==> src/rtl/music_pkg.sv <==
// Shared MIDI field widths, play-mode encodings, FSM state codes and the
// transpose/saturate helper used by the step sequencer.
package music_pkg;
  localparam int NOTE_W = 7;
  localparam int VEL_W  = 7;
  localparam logic [NOTE_W-1:0] NOTE_MAX = 7'd127;

  localparam logic [1:0] MODE_FWD = 2'd0;
  localparam logic [1:0] MODE_REV = 2'd1;
  localparam logic [1:0] MODE_PP  = 2'd2;

  localparam logic [2:0] ST_IDLE  = 3'd0;
  localparam logic [2:0] ST_FETCH = 3'd1;
  localparam logic [2:0] ST_OFF   = 3'd2;
  localparam logic [2:0] ST_ON    = 3'd3;
  localparam logic [2:0] ST_HOLD  = 3'd4;

  // Signed semitone offset, clamped to the MIDI note range.
  function automatic logic [NOTE_W-1:0] transpose_note(input logic [NOTE_W-1:0] note,
                                                       input logic [7:0] semis);
    logic signed [9:0] sum;
    sum = $signed({3'b000, note}) + $signed({{2{semis[7]}}, semis});
    if (sum < 10'sd0)        return '0;
    else if (sum > 10'sd127) return NOTE_MAX;
    else                     return sum[NOTE_W-1:0];
  endfunction
endpackage

==> src/rtl/step_sequencer_if.sv <==
// Note event channel from the sequencer to a synth voice or MIDI transmitter.
interface step_sequencer_if;
  import music_pkg::*;
  logic              evt_valid;
  logic              evt_ready;
  logic              evt_on;
  logic [NOTE_W-1:0] evt_note;
  logic [VEL_W-1:0]  evt_vel;

  modport master (output evt_valid, evt_on, evt_note, evt_vel, input evt_ready);
  modport slave  (input evt_valid, evt_on, evt_note, evt_vel, output evt_ready);
endinterface

==> src/rtl/step_ram.sv <==
// Step storage: simple dual-port RAM, synchronous read, read-first on collision.
module step_ram #(
  parameter int ADDR_W = 3,
  parameter int DATA_W = 18
) (
  input  logic              clk,
  input  logic              wr_en,
  input  logic [ADDR_W-1:0] wr_addr,
  input  logic [DATA_W-1:0] wr_data,
  input  logic              rd_en,
  input  logic [ADDR_W-1:0] rd_addr,
  output logic [DATA_W-1:0] rd_data
);
  logic [DATA_W-1:0] mem [2**ADDR_W];

  always_ff @(posedge clk) begin
    if (wr_en) mem[wr_addr] <= wr_data;
    if (rd_en) rd_data <= mem[rd_addr];
  end
endmodule

==> src/rtl/step_sequencer.sv <==
// Programmable step sequencer: plays RAM steps on tempo strobes and emits
// note-on/note-off events over a valid/ready channel.
//   state    | meaning
//   IDLE     | stopped, nothing sounding
//   FETCH    | step data arriving from RAM, transpose applied
//   OFF      | note-off for the sounding note presented
//   ON       | note-on for the new step presented
//   HOLD     | note sounding (or rest), counting gate, waiting for step_tick
module step_sequencer
  import music_pkg::*;
#(
  parameter int ADDR_W = 3,
  parameter int GATE_W = 4
) (
  input  logic              clk,
  input  logic              reset,
  input  logic              step_tick,
  input  logic              sub_tick,
  input  logic              run,
  input  logic [1:0]        mode,
  input  logic [ADDR_W-1:0] loop_last,
  input  logic [7:0]        transpose,
  input  logic              wr_en,
  input  logic [ADDR_W-1:0] wr_addr,
  input  logic [NOTE_W-1:0] wr_note,
  input  logic [VEL_W-1:0]  wr_vel,
  input  logic [GATE_W-1:0] wr_gate,
  step_sequencer_if.master  evt,
  output logic [ADDR_W-1:0] cur_step,
  output logic              playing,
  output logic              overrun
);
  localparam int DATA_W = NOTE_W + VEL_W + GATE_W;

  logic [2:0]        state;
  logic [ADDR_W-1:0] idx, nxt_idx, start_idx, rd_addr;
  logic              dir_down, nxt_down, pend, sounding, after_on;
  logic [NOTE_W-1:0] snd_note, st_note, q_note, fetch_note;
  logic [VEL_W-1:0]  st_vel, q_vel;
  logic [GATE_W-1:0] st_gate, q_gate, gate_cnt;
  logic [DATA_W-1:0] rd_data;
  logic              tick_now, expire, advance, fetch_go;

  assign {q_note, q_vel, q_gate} = rd_data;
  assign fetch_note = transpose_note(q_note, transpose);
  assign start_idx  = (mode == MODE_REV) ? loop_last : '0;
  assign tick_now   = step_tick | pend;
  assign expire     = sounding && sub_tick && (gate_cnt == GATE_W'(1));
  assign advance    = (state == ST_HOLD) && run && !expire && tick_now;
  assign fetch_go   = ((state == ST_IDLE) && run) || advance;
  assign rd_addr    = (state == ST_IDLE) ? start_idx : nxt_idx;
  assign playing    = (state != ST_IDLE);

  step_ram #(.ADDR_W(ADDR_W), .DATA_W(DATA_W)) u_ram (
    .clk     (clk),
    .wr_en   (wr_en),
    .wr_addr (wr_addr),
    .wr_data ({wr_note, wr_vel, wr_gate}),
    .rd_en   (fetch_go),
    .rd_addr (rd_addr),
    .rd_data (rd_data)
  );

  // Ping-pong turns at the ends without replaying the endpoint.
  always_comb begin
    nxt_idx  = idx;
    nxt_down = dir_down;
    if (idx > loop_last) begin
      nxt_idx  = '0;
      nxt_down = 1'b0;
    end else begin
      case (mode)
        MODE_REV: nxt_idx = (idx == '0) ? loop_last : idx - ADDR_W'(1);
        MODE_PP: begin
          if (loop_last == '0) begin
            nxt_idx = '0;
          end else if (!dir_down) begin
            if (idx == loop_last) begin
              nxt_idx  = idx - ADDR_W'(1);
              nxt_down = 1'b1;
            end else begin
              nxt_idx = idx + ADDR_W'(1);
            end
          end else begin
            if (idx == '0) begin
              nxt_idx  = ADDR_W'(1);
              nxt_down = 1'b0;
            end else begin
              nxt_idx = idx - ADDR_W'(1);
            end
          end
        end
        default: nxt_idx = (idx == loop_last) ? '0 : idx + ADDR_W'(1);
      endcase
    end
  end

  always_ff @(posedge clk or posedge reset) begin
    if (reset) begin
      state         <= ST_IDLE;
      idx           <= '0;
      cur_step      <= '0;
      dir_down      <= 1'b0;
      pend          <= 1'b0;
      overrun       <= 1'b0;
      sounding      <= 1'b0;
      after_on      <= 1'b0;
      snd_note      <= '0;
      st_note       <= '0;
      st_vel        <= '0;
      st_gate       <= '0;
      gate_cnt      <= '0;
      evt.evt_valid <= 1'b0;
      evt.evt_on    <= 1'b0;
      evt.evt_note  <= '0;
      evt.evt_vel   <= '0;
    end else begin
      // A tick arriving together with a consumed pending tick stays pending.
      if (state == ST_IDLE) begin
        pend <= 1'b0;
      end else if (advance) begin
        pend <= pend & step_tick;
      end else if (step_tick) begin
        if (pend) overrun <= 1'b1;
        pend <= 1'b1;
      end

      case (state)
        ST_IDLE: if (run) begin
          idx      <= start_idx;
          cur_step <= start_idx;
          dir_down <= 1'b0;
          state    <= ST_FETCH;
        end
        ST_FETCH: begin
          st_note <= fetch_note;
          st_vel  <= q_vel;
          st_gate <= q_gate;
          if (sounding) begin
            evt.evt_valid <= 1'b1;
            evt.evt_on    <= 1'b0;
            evt.evt_note  <= snd_note;
            evt.evt_vel   <= '0;
            after_on      <= 1'b1;
            state         <= ST_OFF;
          end else if (!run) begin
            state <= ST_IDLE;
          end else if (q_vel != '0) begin
            evt.evt_valid <= 1'b1;
            evt.evt_on    <= 1'b1;
            evt.evt_note  <= fetch_note;
            evt.evt_vel   <= q_vel;
            state         <= ST_ON;
          end else begin
            state <= ST_HOLD;
          end
        end
        ST_OFF: if (evt.evt_ready) begin
          evt.evt_valid <= 1'b0;
          sounding      <= 1'b0;
          if (!run) begin
            state <= ST_IDLE;
          end else if (after_on && st_vel != '0) begin
            evt.evt_valid <= 1'b1;
            evt.evt_on    <= 1'b1;
            evt.evt_note  <= st_note;
            evt.evt_vel   <= st_vel;
            state         <= ST_ON;
          end else begin
            state <= ST_HOLD;
          end
        end
        ST_ON: if (evt.evt_ready) begin
          evt.evt_valid <= 1'b0;
          sounding      <= 1'b1;
          snd_note      <= evt.evt_note;
          gate_cnt      <= st_gate;
          if (!run) begin
            evt.evt_valid <= 1'b1;
            evt.evt_on    <= 1'b0;
            evt.evt_vel   <= '0;
            after_on      <= 1'b0;
            state         <= ST_OFF;
          end else begin
            state <= ST_HOLD;
          end
        end
        ST_HOLD: begin
          if ((!run && sounding) || (run && expire)) begin
            evt.evt_valid <= 1'b1;
            evt.evt_on    <= 1'b0;
            evt.evt_note  <= snd_note;
            evt.evt_vel   <= '0;
            after_on      <= 1'b0;
            state         <= ST_OFF;
          end else if (!run) begin
            state <= ST_IDLE;
          end else begin
            if (sub_tick && gate_cnt != '0) gate_cnt <= gate_cnt - GATE_W'(1);
            if (tick_now) begin
              idx      <= nxt_idx;
              dir_down <= nxt_down;
              cur_step <= nxt_idx;
              state    <= ST_FETCH;
            end
          end
        end
        default: state <= ST_IDLE;
      endcase
    end
  end
endmodule

==> src/flat_wrapper.sv <==
// flat-port wrapper written by rule: the top's interface ports become plain ports
module step_sequencer_flat import music_pkg::*;
#(
  parameter int ADDR_W = 3,
  parameter int GATE_W = 4
)
  (clk, reset, step_tick, sub_tick, run, mode, loop_last, transpose, wr_en, wr_addr, wr_note, wr_vel, wr_gate, cur_step, playing, overrun, evt_evt_valid, evt_evt_on, evt_evt_note, evt_evt_vel, evt_evt_ready);
  step_sequencer_if evt_i ();
  input  logic clk;
  input  logic reset;
  input  logic step_tick;
  input  logic sub_tick;
  input  logic run;
  input  logic [1:0] mode;
  input  logic [ADDR_W-1:0] loop_last;
  input  logic [7:0] transpose;
  input  logic wr_en;
  input  logic [ADDR_W-1:0] wr_addr;
  input  logic [NOTE_W-1:0] wr_note;
  input  logic [VEL_W-1:0] wr_vel;
  input  logic [GATE_W-1:0] wr_gate;
  output logic [ADDR_W-1:0] cur_step;
  output logic playing;
  output logic overrun;
  output wire logic [$bits(evt_i.evt_valid)-1:0] evt_evt_valid;
  output wire logic [$bits(evt_i.evt_on)-1:0] evt_evt_on;
  output wire logic [$bits(evt_i.evt_note)-1:0] evt_evt_note;
  output wire logic [$bits(evt_i.evt_vel)-1:0] evt_evt_vel;
  input wire logic [$bits(evt_i.evt_ready)-1:0] evt_evt_ready;
  assign evt_evt_valid = evt_i.evt_valid;
  assign evt_evt_on = evt_i.evt_on;
  assign evt_evt_note = evt_i.evt_note;
  assign evt_evt_vel = evt_i.evt_vel;
  assign evt_i.evt_ready = evt_evt_ready;
  step_sequencer #(.ADDR_W(ADDR_W), .GATE_W(GATE_W)) u_core (.clk(clk), .reset(reset), .step_tick(step_tick), .sub_tick(sub_tick), .run(run), .mode(mode), .loop_last(loop_last), .transpose(transpose), .wr_en(wr_en), .wr_addr(wr_addr), .wr_note(wr_note), .wr_vel(wr_vel), .wr_gate(wr_gate), .evt(evt_i), .cur_step(cur_step), .playing(playing), .overrun(overrun));
endmodule
==> config.mk <==
export PLATFORM = sky130hd
export DESIGN_NAME = step_sequencer_flat
export DESIGN_NICKNAME = d
export VERILOG_FILES = /design/src/rtl/music_pkg.sv /design/src/rtl/step_sequencer_if.sv /design/src/rtl/step_ram.sv /design/src/rtl/step_sequencer.sv /design/src/flat_wrapper.sv
export SDC_FILE = /design/constraint.sdc
export NUM_CORES = 1
export LEC_CHECK = 0
export CAP_MARGIN = 40
export CORE_MARGIN = 10
export CORE_UTILIZATION = 61
export CTS_CLUSTER_DIAMETER = 150
export DETAILED_ROUTE_END_ITERATION = 10
export PLACE_DENSITY = 0.86
export SLEW_MARGIN = 20
export SYNTH_ARGS = -nofsm -noshare
export SYNTH_HDL_FRONTEND = slang
export SYNTH_SLANG_ARGS = --single-unit
==> constraint.sdc <==
create_clock -name clk -period 4.41 [get_ports clk]
set_input_delay 0.441 -clock clk [delete_from_list [all_inputs] [get_ports clk]]
set_output_delay 0.441 -clock clk [all_outputs]
set_load 0.005 [all_outputs]
# == Yosys cells after proc, flatten, opt, wreduce, memory -nomap -nowiden ==
# Memory sizes are Yosys's and may differ from the RTL's. A register that Yosys moved wholly into a read port is not among the register bits.
# Cells that the tools add are included.
# totals
elab_cells,184
ram_bits,144
n_memories,1
rom_bits,0
in_bits,41
register_bits,56
latch_bits,0
# mem_list
memory,depth,word_bits,read_ports,rd_ports_with_merged_regs,wr,line,text
u_core.u_ram.mem,8,18,1,1,1,step_ram.sv:14,logic [DATA_W-1:0] mem [2**ADDR_W];
# classes
shifts,0
div_mod_pow,0
n_reduce_logical,39
magnitude_cmp,3
n_mul,0
addsub,4
bitwise_logic,4
eq_ne,25
n_mux,92
# ops
operator,count
$mux 7,18
$mux 3,25
$mux 1,34
$pmux 7 s4,1
$pmux 7 s3,1
$ne 2x2->1 const B,9
$mux 4,4
$pmux 3 s5,1
$reduce_and 5->1,3
$reduce_and 7->1,2
$reduce_bool 7->1,2
$pmux 3 s2,2
$reduce_bool 3->1,4
$gt 10x8->1 const B,1
$logic_and 1x1->1,10
$lt 10x1->1 const B,1
$add 8x8->9,1
$logic_not 3->1,3
$reduce_and 9->1,1
$pmux 1 s4,2
$pmux 4 s2,1
$reduce_and 4->1,2
$reduce_bool 4->1,2
$eq 3x2->1 const B,2
other kinds (26),35

# == Longest topological paths before layout ==
# Gate-level depths: netlist of the first run.
# logic_depth
ltp_word,10
depth_mapped,12
depth_no_buf,10

# == Cells and area by module ==
# Synthesis of the first run repeated with hierarchy kept, for this count alone.
# hier_totals
cells_unflattened,661
area_unflattened_um2,9816.9
# by_module_without_submodules
mod,cells_each,area_per_inst_um2,seq_area_each_um2,n_inst
step_ram,239,6144.6,4864.7,1
step_sequencer,422,3672.3,1401.3,1

# == Worst setup path before layout of the first run ==
# No wires, ideal clock.
# synth_path
path_type,input -> register
from,input loop_last[2]
to,"register u_core.u_ram.rd_data[5], read port of u_core.u_ram.mem, data pin"
path_stages,11
setup_ns,0.260
slack_ns,1.766
t_arrival_ns,2.384
t_required_ns,4.150
cell_sequence,inv_1 > ha_1 > and3_1 > a21oi_1 > a221oi_1 > a211o_1 > a31oi_1 > buf_4 > buf_4 > mux2i_1 > mux2_2
# synth_between
elab_chain_cells,7
# synth_lines
element,line,text
start: declaration,flat_wrapper.sv:15,input logic [ADDR_W-1:0] loop_last;
$eq 3x3->1,"step_sequencer.sv:78, step_sequencer.sv:93",
$mux 3,step_sequencer.sv:78,if (idx == loop_last) begin
$mux 3,step_sequencer.sv:77,end else if (!dir_down) begin
$mux 3,step_sequencer.sv:75,if (loop_last == '0) begin
$pmux 3 s2,step_sequencer.sv:72,case (mode)
$mux 3,step_sequencer.sv:68,if (idx > loop_last) begin
$mux 3 *,step_sequencer.sv:51,assign rd_addr = (state == ST_IDLE) ? start_idx : nxt_idx;
end: declaration,step_ram.sv:12,output logic [DATA_W-1:0] rd_data
# Mark *: on every way between the ends. The rest lies on a longest branch, timed or not.
# A chain may end at the register's enable or synchronous reset.

# == Final worst setup path of the first run ==
# layout_path
from,register u_core.state[2]
to,register u_core.evt.evt_note[1]
# layout_between
elab_chain_cells,3
# layout_lines
element,line,text
start: declaration,step_sequencer.sv:35,logic [2:0] state;
start signal: assignment,step_sequencer.sv:100,state <= ST_IDLE;
start signal: assignment,step_sequencer.sv:133,state <= ST_FETCH;
start signal: assignment,step_sequencer.sv:145,state <= ST_OFF;
$eq 3x1->1 (tied with other cells),step_sequencer.sv:128,case (state)
$ne 3x1->1 (no source line) (tied with other cells),--,
$reduce_and 7->1 (no source line),--,
end signal: assignment,step_sequencer.sv:142,evt.evt_note <= snd_note;
end signal: assignment,step_sequencer.sv:151,evt.evt_note <= fetch_note;
end signal: assignment,step_sequencer.sv:166,evt.evt_note <= st_note;
end: declaration,step_sequencer_if.sv:10,"modport master (output evt_valid, evt_on, evt_note, evt_vel, input evt_ready);"
# Several ways; a longest one is shown, not always the timed one.

==> results of run 1 <==
[final cells by class]
class / instances / area share (%)
clock inverters: 8 / 0.773
repair buffers: 78 / 6.84
flip-flops and latches: 218 / 55.3
multi-input cells: 432 / 28.8
inverters: 22 / 0.728
well taps: 216 / 2.38
clock buffers: 31 / 5.15
[worst paths after layout]
kind,from,endpoint,slack [ps],cells after the start
min in group clk,u_core.u_ram.rd_data[2],u_core.st_gate[2],450,2
worst min-delay path,reset,u_core.st_note[1],300,2
worst max-delay path,u_core.state[2],u_core.evt.evt_note[1],1150,6
worst max register to register,u_core.state[2],u_core.evt.evt_note[1],1150,6
worst min register to register,u_core.u_ram.rd_data[2],u_core.st_gate[2],450,2
max in group asynchronous,reset,u_core.st_vel[6],3550,3
[cell families (layout without fill, tap and decap cells)]
logic type	count (synthesis)	after routing	synth area share, %
XOR/XNOR	6	6	0.537
flip-flops	218	218	64.0
buffers and inverters	52	139	2.93
multiplexers	134	134	14.0
adder cells (fa/ha/maj)	19	19	2.51
AND/OR/NAND/NOR	154	154	7.43
AO/OA/AOI/OAI	119	119	8.54
[worst register-to-register path, stage by stage, from the launching register on]
cell and delay [ps]:
dfrtp_1 650, nand2b_1 230, nand2b_1 690, o31ai_2 180, or2_1 500, or4_4 700
o221ai_2 220
[flip-flops by register name, summed over array words and instances (netlist names), 3 cells and up]
name	cells
u_core.u_ram.mem	144
u_core.u_ram.rd_data	18
u_core.evt.evt_note	7
u_core.evt.evt_vel	7
u_core.snd_note	7
u_core.st_note	7
u_core.st_vel	7
u_core.gate_cnt	4
u_core.st_gate	4
u_core.idx	3
u_core.state	3
[layer usage]
metal | vias up | wire length [um] | global-route usage (%)
li1 | 2773 | - | -
met5 | - | 0 | 0
met2 | 200 | 9740 | 30.6
met1 | 2950 | 8270 | 22.7
met3 | 28 | 1200 | 3.52
met4 | 0 | 350 | 4.50
[power by group]
group	internal (mW)	switching (mW)	total, mW
combinational	1.36	1.51	2.86
sequential	2.62	0.282	2.90
clock	0.990	0.735	1.72
total	4.96	2.52	7.48
[metrics by stage]
step | setup slack (ps) | util, % | hold slack [ps] | power, mW | area, sq um
floorplan | 1770 | - | 415 | 5.05 | 9790
global placement | 990 | 67.2 | 436 | 5.62 | 10600
detailed placement | 843 | 67.3 | 432 | 5.77 | 10700
CTS | 1170 | 71.6 | 296 | 7.52 | 11300
global route | 968 | 71.6 | 341 | 7.91 | 11300
finish | 1150 | 71.6 | 297 | 7.48 | 11300
[placed cells by master, fill, tap and decap left out, types with 8 or more instances in the layout]
cell type / n
a21oi_1: 33
edfxtp_1: 162
clkdlybuf4s50_1: 61
clkbuf_16: 22
nand2_1: 69
nor2_1: 36
nand3_1: 8
mux2i_1: 109
dfrtp_1: 56
o21ai_0: 25
ha_1: 18
clkbuf_1: 9
buf_4: 14
mux2_2: 25
a22oi_1: 16
inv_1: 18
nand2b_1: 8
==> results.toml, run 1 <==
[worst_setup_path]
critPathRequiredTime_ps = 4830
worstSetupStartpointType = "register"
slowest_delay_ps = 700
crit_type = "register to register"
endpoint_kind = "register"
crit_path_frequent_cell = "nand2b_1"
critPathSlowestCell = "or4_4"
critical_path_buf_inv_count = 0
crit_family = "simple AND/OR/NAND/NOR gates"
critPathMaxFanout = 20
arrival_ps = 3670
crit_chain = "nand2b_1 > nand2b_1 > o31ai_2 > or2_1 > or4_4 > o221ai_2"

[floorplan]
start_util_pct = 61.8
core_sq_mm = 0.0158
die_w_um = 147
rows = 46
die_area_sq_mm = 0.0215
num_io_pins = 62
die_y_um = 147

[clock_network]
htree_levels = 1
clock-sinks = 218
hold_buffers = 0
cts.clk_slew.worst_paths_ps = 60
cts_tree = "built"
cts_buffer_depth = 3
cts-buffers-inserted = 22
cts-root-buf = "clkbuf_16"
cts_setup_buffers = 0
clock_latency_ps = 520
ctsResizeCount = 0

[routing]
first_iter_violations = 455
first_pass_iters = 5
drc = 0
wire_per_inst_um = 19.5
vias = 5951
ant_nets = 0
drt-total-wl_um = 19600
viasPerCell = 5.92

[logic_synthesis]
synth.top_cells.by_count = "162 x edfxtp_1, 109 x mux2i_1, 69 x nand2_1"
ys_async_sr_fraction_pct = 25.7
ys.flop_type = "edfxtp_1"
synth.most_common_cell = "edfxtp_1"
synth.area.top_cells = "edfxtp_1 50%, dfrtp_1 14%, mux2i_1 11%"
syn_nets = 762
syn_inst = 702
yosysSeqAreaShare_pct = 64.0
yosysTopAreaCell = "edfxtp_1"
synth_edf_count = 162
ys_warn_count = 0
avgSynthCellArea_sq_um = 13.9
synth.distinct_cells = 60
syn_area_sq_mm = 0.00979
synth-seq-cells = 218
yosys.area.top_type_share_pct = 49.7

[global_route]
overflow = 0
grt_usage_pct = 17.9
antenna_found_initial = 0
grt_pass1_wl_um = 31500
grt_max_degree = 73
grt_pass1_vias = 6138

[layout]
final_nets = 834
multiInputGateArea_sq_mm = 0.00327
fin_cells = 1005
drive_above_1_share_pct = 12.3
syn_to_final_growth_pct = 15.8
fillers = 1019
regArea_sq_mm = 0.00627
diodes = 0

[power_and_ir_drop]
ir_drop_mv = 0.353
p_per_area_mw_per_mm2 = 660
p_leak_nw = 4.36

[sta]
fmax_mhz = 307
slew_violations = 0
relSlewSlack_pct = 43.5
timing.setup.tns_ps = 0
min_period_over_period_pct = 73.8
hold_viol = 0
rsz0062_at_grt = "false"
setup_viol = 0
fin_skew_ps = 20.4
worst_pin_slew_ps = 847
fin_crit_ps = 3260

[job]
drv_cap = 0

[placed_design]
port-buffer-count = 61
gp_congestion = 0.918
dp.cells = 965
hpwl_um = 12400

[hold_path]
hold_path_class = "primary input to asynchronous set/reset pin"

[status]
status = "complete, no violations"
No activity file was read; power rests on OpenSTA's default activity.
==> run 2, diff against run 1 <==
- CORE_UTILIZATION: 61 -> 59
- PLACE_DENSITY: 0.86 -> 0.83
- clock period: 4.41 -> 3.23 ns (I/O delays scaled with it)
==> results.toml, run 2 (synthesis results as in run 1) <==
[clock_network]
cts-buffers-inserted = 23
cts_tree = "built"
hold_buffers = 0
cts.clk_slew.worst_paths_ps = 60
clock-sinks = 218
cts-root-buf = "clkbuf_16"
clock_latency_ps = 510
cts_buffer_depth = 3
htree_levels = 1
cts_setup_buffers = 0
ctsResizeCount = 0

[routing]
wire_per_inst_um = 19.9
vias = 6055
first_pass_iters = 5
drc = 0
viasPerCell = 5.91
drt-total-wl_um = 20400
ant_nets = 0
first_iter_violations = 418

[floorplan]
core_sq_mm = 0.0164
die_w_um = 149
num_io_pins = 62
start_util_pct = 59.6
rows = 47
die_area_sq_mm = 0.0221
die_y_um = 149

[power_and_ir_drop]
switchingPower_mw = 3.55
p_clk_share_pct = 24.7
combPwrFrac_pct = 38.9
p_leak_nw = 4.49
ir_drop_mv = 0.498
pwr-share-seq_pct = 36.4
p_per_area_mw_per_mm2 = 931
p_int_mw = 7.26
netSwitchingFraction_pct = 32.8

[layout]
largestRegisters = "u_core.u_ram.mem (144), u_core.u_ram.rd_data (18)"
syn_to_final_growth_pct = 18.6
fin_area_sq_mm = 0.0116
final_cell_mix = "162 x edfxtp_1, 109 x mux2i_1, 69 x nand2_1, 61 x clkdlybuf4s50_1, 56 x dfrtp_1"
regMostFlops = "u_core.u_ram.mem"
drive_above_1_share_pct = 14.7
diodes = 0
layout.cells.most_common = "edfxtp_1"
fillers = 1047
largest_register_ffs = 144
final_nets = 849

[global_route]
grt_pass1_vias = 6199
grt_max_degree = 36
antenna_found_initial = 0
grt_usage_pct = 17.9
grt_pass1_wl_um = 32200
overflow = 0

[sta]
rsz0062_at_grt = "false"
slew_violations = 0
relSlewSlack_pct = 52.5
setup_viol = 0
fmax_mhz = 340
worst_pin_slew_ps = 706
fin_ws_ps = 293
min_period_over_period_pct = 90.9
hold_viol = 0
fin_crit_ps = 2940
fin_skew_ps = 13.9

[worst_setup_path]
r2r_end = "u_core.u_ram.rd_data[11]"
crit_type = "register to register"
endpoint_kind = "register"
critPathMaxFanout = 24
cp-startpoint = "u_core.idx[0]"
critPathRequiredTime_ps = 3490
ff2ff_setup_slack_ps = 290
worstSetupStartpointType = "register"
r2r_cells = 11
critical_path.reg2reg.startpoint = "u_core.idx[0]"
arrival_ps = 3200

[job]
drv_cap = 0

[placed_design]
gp_congestion = 0.885
port-buffer-count = 61
place_area_sq_mm = 0.0108
place_worst_setup_slack_ps = -26.6
hpwl_um = 13100

[hold_path]
hold_path_class = "primary input to asynchronous set/reset pin"

[status]
status = "complete, no violations"
-- run 2: changes by cell type in the layout (fill, tap and decap cells not counted), sizes merged --
cell      previous run  this run
clkinv               7         5
bufinv               1         4
inv                 22        24
buf                 17        31
clkbuf              31        27
clkinvlp             0         3
-- run 2: worst max-delay path by stage --
stage / end / slack [ps]
5_1_grt: u_core.u_ram.rd_data[9] / 120
2_1_floorplan: u_core.u_ram.rd_data[10] / 620
3_5_place_dp: u_core.u_ram.rd_data[11] / -30
6_report: u_core.u_ram.rd_data[11] / 290
3_3_place_gp: u_core.u_ram.rd_data[1] / 60
4_1_cts: u_core.u_ram.rd_data[15] / 290
-- run 2: routing by layer --
layer / GRT usage, % / wire (um)
met1: 22.4 / 8420
met2: 31.2 / 10300
met3: 3.55 / 1350
met4: 4.81 / 293
met5: 0 / 0
-- run 2: per-stage QoR --
stage | setup TNS [ps] | power (mW) | cells | utilization [%] | hold WS [ps]
final | 0 | 10.8 | 1025 | 70.7 | 152
after global routing | 0 | 11.4 | 1025 | 70.7 | 168
after CTS | 0 | 10.9 | 1025 | 70.7 | 147
after detailed placement | -30.9 | 8.12 | 984 | 66.0 | 427
after global placement | 0 | 7.94 | 983 | 65.9 | 423
after floorplan | 0 | 6.89 | 702 | - | 415
-- run 2: layout make-up --
class                           instances  area [sq um]  share of cell area [%]
Timing Repair Buffer                   92           943                    8.13
Multi-Input combinational cell        432          3270                    28.2
Tap cell                              220           275                    2.37
Sequential cell                       218          6270                    54.0
Clock inverter                         14           180                    1.55
Clock buffer                           27           591                    5.09
Inverter                               22          82.6                   0.711
-- run 2: power groups by stage --
stage | clock [mW] | combinational (mW) | sequential [mW]
2_1_floorplan | 0 | 3.04 | 3.85
3_3_place_gp | 0 | 4.00 | 3.94
3_5_place_dp | 0 | 4.15 | 3.97
4_1_cts | 2.71 | 4.22 | 3.92
5_1_grt | 2.82 | 4.58 | 3.97
6_report | 2.67 | 4.20 | 3.93
-- run 2: critical path, cell delays in order, from the launching register on --
cell,delay [ps]
dfrtp_1,420
inv_1,190
ha_1,310
nand2b_1,140
a311o_1,390
o211ai_2,210
o21ai_4,80
buf_12,160
buf_12,180
mux2i_1,210
mux2i_1,110
mux2_2,270
==> patch 1 (config.mk and constraints of run 2) <==
Put one more register stage on the output `overrun`, without a reset. The value now appears one clock later. The other outputs are not delayed to match.
--- a/src/rtl/step_sequencer.sv
+++ b/src/rtl/step_sequencer.sv
@@ -32,6 +32,8 @@
 );
   localparam int DATA_W = NOTE_W + VEL_W + GATE_W;
 
+  logic overrun_s0;
+
   logic [2:0]        state;
   logic [ADDR_W-1:0] idx, nxt_idx, start_idx, rd_addr;
   logic              dir_down, nxt_down, pend, sounding, after_on;
@@ -102,7 +104,7 @@
       cur_step      <= '0;
       dir_down      <= 1'b0;
       pend          <= 1'b0;
-      overrun       <= 1'b0;
+      overrun_s0    <= 1'b0;
       sounding      <= 1'b0;
       after_on      <= 1'b0;
       snd_note      <= '0;
@@ -121,7 +123,7 @@
       end else if (advance) begin
         pend <= pend & step_tick;
       end else if (step_tick) begin
-        if (pend) overrun <= 1'b1;
+        if (pend) overrun_s0 <= 1'b1;
         pend <= 1'b1;
       end
 
@@ -209,5 +211,9 @@
       endcase
     end
   end
+  always_ff @(posedge clk) begin
+    overrun <= overrun_s0;
+  end
+
 endmodule
 
Check against the original RTL: not equivalent (a bounded check fails within 4 cycles, from zero or initial values and one cycle with reset high).
==> patch 1 against run 2 <==
Power is 2.6% higher; routed wire length is 0.34% higher; highest routed layer unchanged; area after synthesis is 0.20% higher; sequential share of layout area is 0.31 points lower; sequential cell count is 1 higher; critical endpoint is now u_core.u_ram.rd_data[17]; largest power group unchanged; final area is 0.89% higher; worst setup slack better by 0.0013 ns.
==> patch 1: results (changes against run 2) <==
stage	metric	value	unit	change
synthesis	syn-num-nets	763		+0.13%
final_layout	buf_share	0.08184		+0.0005616
final_layout	fillers	1017		-2.9%
drt	vias_per_cell	5.864		-0.73%
drt	dr_wl_met2	10.19	mm	-1.3%
global_routing	grt_pass1_wl	32.37	mm	+0.62%
placed_design	gp_congestion	0.9432		+6.5%
drt	dr_total_vias	6034		-0.35%
worst_setup_path	crit_fanout	19		-21%
final_layout	n_all_buffers	94		+2.2%
final_layout	drive_above_1_share	0.1508		+0.004220
synthesis	async_reset_ff_frac	0.2557		-0.001173
placed_design	postPlaceCellArea	0.01087	mm²	+0.32%
worst_setup_path	critPathCapture	u_core.u_ram.rd_data[17]		
final_layout	layout.nets	852		+0.35%
power_and_ir_drop	switchingPower	3.624	mW	+2.1%
sta	whs	0.1567	ns	+0.005129 ns
power_and_ir_drop	p_leak	4.553	nW	+1.3%
drt	drt-initial-drc-count	512		+22%
final_layout	clock_buffers	25		-7.4%
synthesis	synth.area.top_cells	edfxtp_1 (50%), dfrtp_1 (14%), mux2i_1 (11%)		
outcome	status	completed		
drt	wl_per_cell	19.88	µm	about the same
synthesis	syn_inst	703		+0.14%
final_layout	clk_share	0.07169		+0.005288
synthesis	yosysUniqueCellTypes	61		+1.7%
final_layout	ff_latch_area	0.006286	mm²	+0.32%
power_and_ir_drop	ir_worst_vdd	0.5439	mV	+9.2%
worst_setup_path	critical_path_arrival	3.21	ns	about the same
final_layout	multi_input_area_share	0.2792		-0.002496
sta	maxSlewHeadroom	0.5412		+0.01580
synthesis	yosysSeqAreaShare	0.6411		+0.0007343
power_and_ir_drop	power.clock.total	2.90	mW	+8.6%
sta	finalClockSkew	0.01901	ns	+0.005116 ns
drt	wl_met3	1.381	mm	+2.4%
power_and_ir_drop	totalPowerFinal	11.08	mW	+2.6%
clocking	cts.sinks	219		+0.46%
drt	first_pass_iters	6		+1
global_routing	grt_pass1_vias	6176		-0.37%
patch 1: changes by cell type after synthesis:
cell / change
dfxtp_1: +1
patch 1: logic make-up after synthesis:
family          count (synthesis)  share of synthesized area
mux                           134                     0.1400
compound gates                119                    0.08524
xor+xnor                        6                   0.005359
buf+inv                        52                    0.02922
fa+ha+maj                      19                    0.02501
flops                         219                     0.6411
simple gates                  154                    0.07414
patch 1: layer usage:
metal	track usage	vias up
li1	-	2816
met1	0.2267	2946
met2	0.3183	235
met3	0.03489	37
met4	0.04612	0
met5	0	-
patch 1: worst max-delay path: cells and delay by family (launching register included):
family / cells / cell delay [ns]
AO/OA/AOI/OAI: 3 / 0.70
multiplexers: 3 / 0.62
buffers and inverters: 3 / 0.50
flip-flops: 1 / 0.42
adder cells (fa/ha/maj): 1 / 0.28
AND/OR/NAND/NOR: 1 / 0.15
==> patch 2 (flow settings as in run 2) <==
Without the edit above. Set the package constant `VEL_W` to 14 (it was 7).
--- a/src/rtl/music_pkg.sv
+++ b/src/rtl/music_pkg.sv
@@ -2,7 +2,7 @@
 // transpose/saturate helper used by the step sequencer.
 package music_pkg;
   localparam int NOTE_W = 7;
-  localparam int VEL_W  = 7;
+  localparam int VEL_W  = 14;
   localparam logic [NOTE_W-1:0] NOTE_MAX = 7'd127;
 
   localparam logic [1:0] MODE_FWD = 2'd0;
Ports: changed (resized evt_evt_vel and wr_vel); port bits go from 62 to 76. The function was not compared with the original's and may differ.
==> patch 2 against run 2 <==
Worst setup slack lost 0.058 ns; sequential cell count grew 77; largest cell class unchanged; clock skew down 0.0032 ns; critical path depth up 1; final area increased by 31%; highest routed layer unchanged; utilization is 0.40 points lower; routed wire length rose by 30%; area after synthesis rose by 32%; largest power group unchanged; power increased by 35%.
==> patch 2: results (changes against run 2) <==
stage	metric	value	unit	change
placed_design	dp_cells	1273		+29%
worst_setup_path	cpPeakStageDelay	0.39	ns	-0.03 ns
global_routing	grt_pass1_vias	7889		+27%
drt	vias_per_cell	5.815		-1.6%
drt	postRouteAntennaNets	0		unchanged
drt	first_pass_iters	5		unchanged
drt	drt-initial-drc-count	475		+14%
final_layout	layout.nets	1091		+29%
clocking	cts_made_buffers	29		+26%
clocking	clk-insertion-delay-late	0.54	ns	+0.03 ns
synthesis	async_reset_ff_frac	0.2373		-0.01959
worst_setup_path	cp_top_family	multiplexers		
final_layout	drive_above_1_share	0.1371		-0.009479
sta	worst_pin_slew	0.7069	ns	+0.0004559 ns
clocking	cts_buffer_depth	3		unchanged
global_routing	grt_pass1_wl	42.33	mm	+32%
placed_design	hpwl	16.99	mm	+30%
placed_design	place_ws	-0.06275	ns	-0.03611 ns
drt	drt_wl_total	26.58	mm	+30%
clocking	root_buffer	clkbuf_16		
placed_design	gp_congestion	0.9060		+2.3%
outcome	status	completed		
synthesis	syn_inst	910		+30%
power_and_ir_drop	ir_worst_vdd	0.5716	mV	+15%
placed_design	io_buffer_count	75		+23%
synthesis	synth.area.top_cells	edfxtp_1 (52%), dfrtp_1 (14%), mux2i_1 (12%)		
final_layout	fillers	1394		+33%
global_routing	grt_usage	0.1845		+0.005176
clocking	post-cts-setup-buffer-count	0		unchanged
worst_setup_path	crit_fanout	13		-46%
sta	finalHoldViolations	0		unchanged
clocking	cts_repair_resize_count	0		unchanged
power_and_ir_drop	p_int	9.822	mW	+35%
power_and_ir_drop	p_leak	5.918	nW	+32%
placed_design	postPlaceCellArea	0.01430	mm²	+32%
final_layout	top_regs	u_core.u_ram.mem (200), u_core.u_ram.rd_data (25)		
synthesis	yosysSeqAreaShare	0.6593		+0.01897
clocking	clkTransAtPathRegs	0.06	ns	about the same
synthesis	yosysUniqueCellTypes	60		unchanged
drt	dr_total_vias	7699		+27%
sta	finalClockSkew	0.01071	ns	-0.003177 ns
synthesis	synthTopCellsByCount	edfxtp_1 (225), mux2i_1 (153), nand2_1 (101), dfrtp_1 (70), mux2_2 (33)		
synthesis	synth_edf_count	225		+39%
global_routing	antenna_found_initial	1		+1
global_routing	grt_max_degree	33		-8.3%
synthesis	syn-num-nets	977		+28%
worst_setup_path	worst_r2r_path_depth	12		+1
synthesis	yosys_warnings	0		unchanged
hold_path	hold_class	in2async		
worst_setup_path	critical_path_arrival	3.28	ns	+0.08 ns
patch 2: layout make-up:
type | instances | area (µm²) | share of cell area
Sequential cell | 295 | 8508 | 0.5577
Multi-Input combinational cell | 552 | 4056 | 0.2659
Timing Repair Buffer | 125 | 1301 | 0.08529
Clock buffer | 31 | 733.2 | 0.04806
Tap cell | 280 | 350.3 | 0.02296
Clock inverter | 19 | 226.5 | 0.01484
Inverter | 21 | 78.83 | 0.005166
Antenna cell | 1 | 2.502 | 0.0001640
patch 2: worst paths after layout:
check	startpoint	end	slack (ns)
setup / recovery	u_core.idx[0]	u_core.u_ram.rd_data[7]	0.23
hold / removal	reset	u_core.sounding	0.22
setup reg to reg	u_core.idx[0]	u_core.u_ram.rd_data[7]	0.23
hold reg to reg	u_core.u_ram.rd_data[1]	u_core.st_gate[1]	0.44
max in group asynchronous	reset	u_core.st_vel[2]	2.22
min in group clk	u_core.u_ram.rd_data[1]	u_core.st_gate[1]	0.44
patch 2: kinds of logic (layout without fill, tap and decap cells):
family / Yosys count / in the layout / synth area share
AO/OA/AOI/OAI: 139 / 139 / 0.06884
flip-flops: 295 / 295 / 0.6593
adder cells (fa/ha/maj): 19 / 19 / 0.01900
buffers and inverters: 63 / 196 / 0.02918
multiplexers: 186 / 186 / 0.1475
other: 0 / 1 / 0
AND/OR/NAND/NOR: 202 / 202 / 0.07155
XOR/XNOR: 6 / 6 / 0.004654
patch 2: worst register-to-register path: stages (launching register included):
cell	delay, ns
dfrtp_1	0.39
inv_1	0.14
ha_1	0.26
and3_1	0.22
buf_4	0.17
o21ai_1	0.13
o211ai_2	0.13
o21ai_4	0.19
buf_12	0.20
buf_12	0.18
mux2i_1	0.31
mux2i_1	0.14
mux2_2	0.28
patch 2: routing by layer:
layer,global-route usage,vias up,part of all wire
met5,0,-,0
met4,0.05072,0,0.014
met3,0.03539,29,0.060
met2,0.3151,229,0.50
met1,0.2355,3782,0.43
li1,-,3659,-
patch 2: power by group through the flow:
stage | Combinational, mW | Sequential [mW] | Clock (mW)
2_1_floorplan | 4.19 | 5.22 | 0
3_3_place_gp | 5.66 | 5.37 | 0
3_5_place_dp | 5.80 | 5.39 | 0
4_1_cts | 5.88 | 5.33 | 3.45
5_1_grt | 6.37 | 5.41 | 3.59
6_report | 5.84 | 5.34 | 3.39
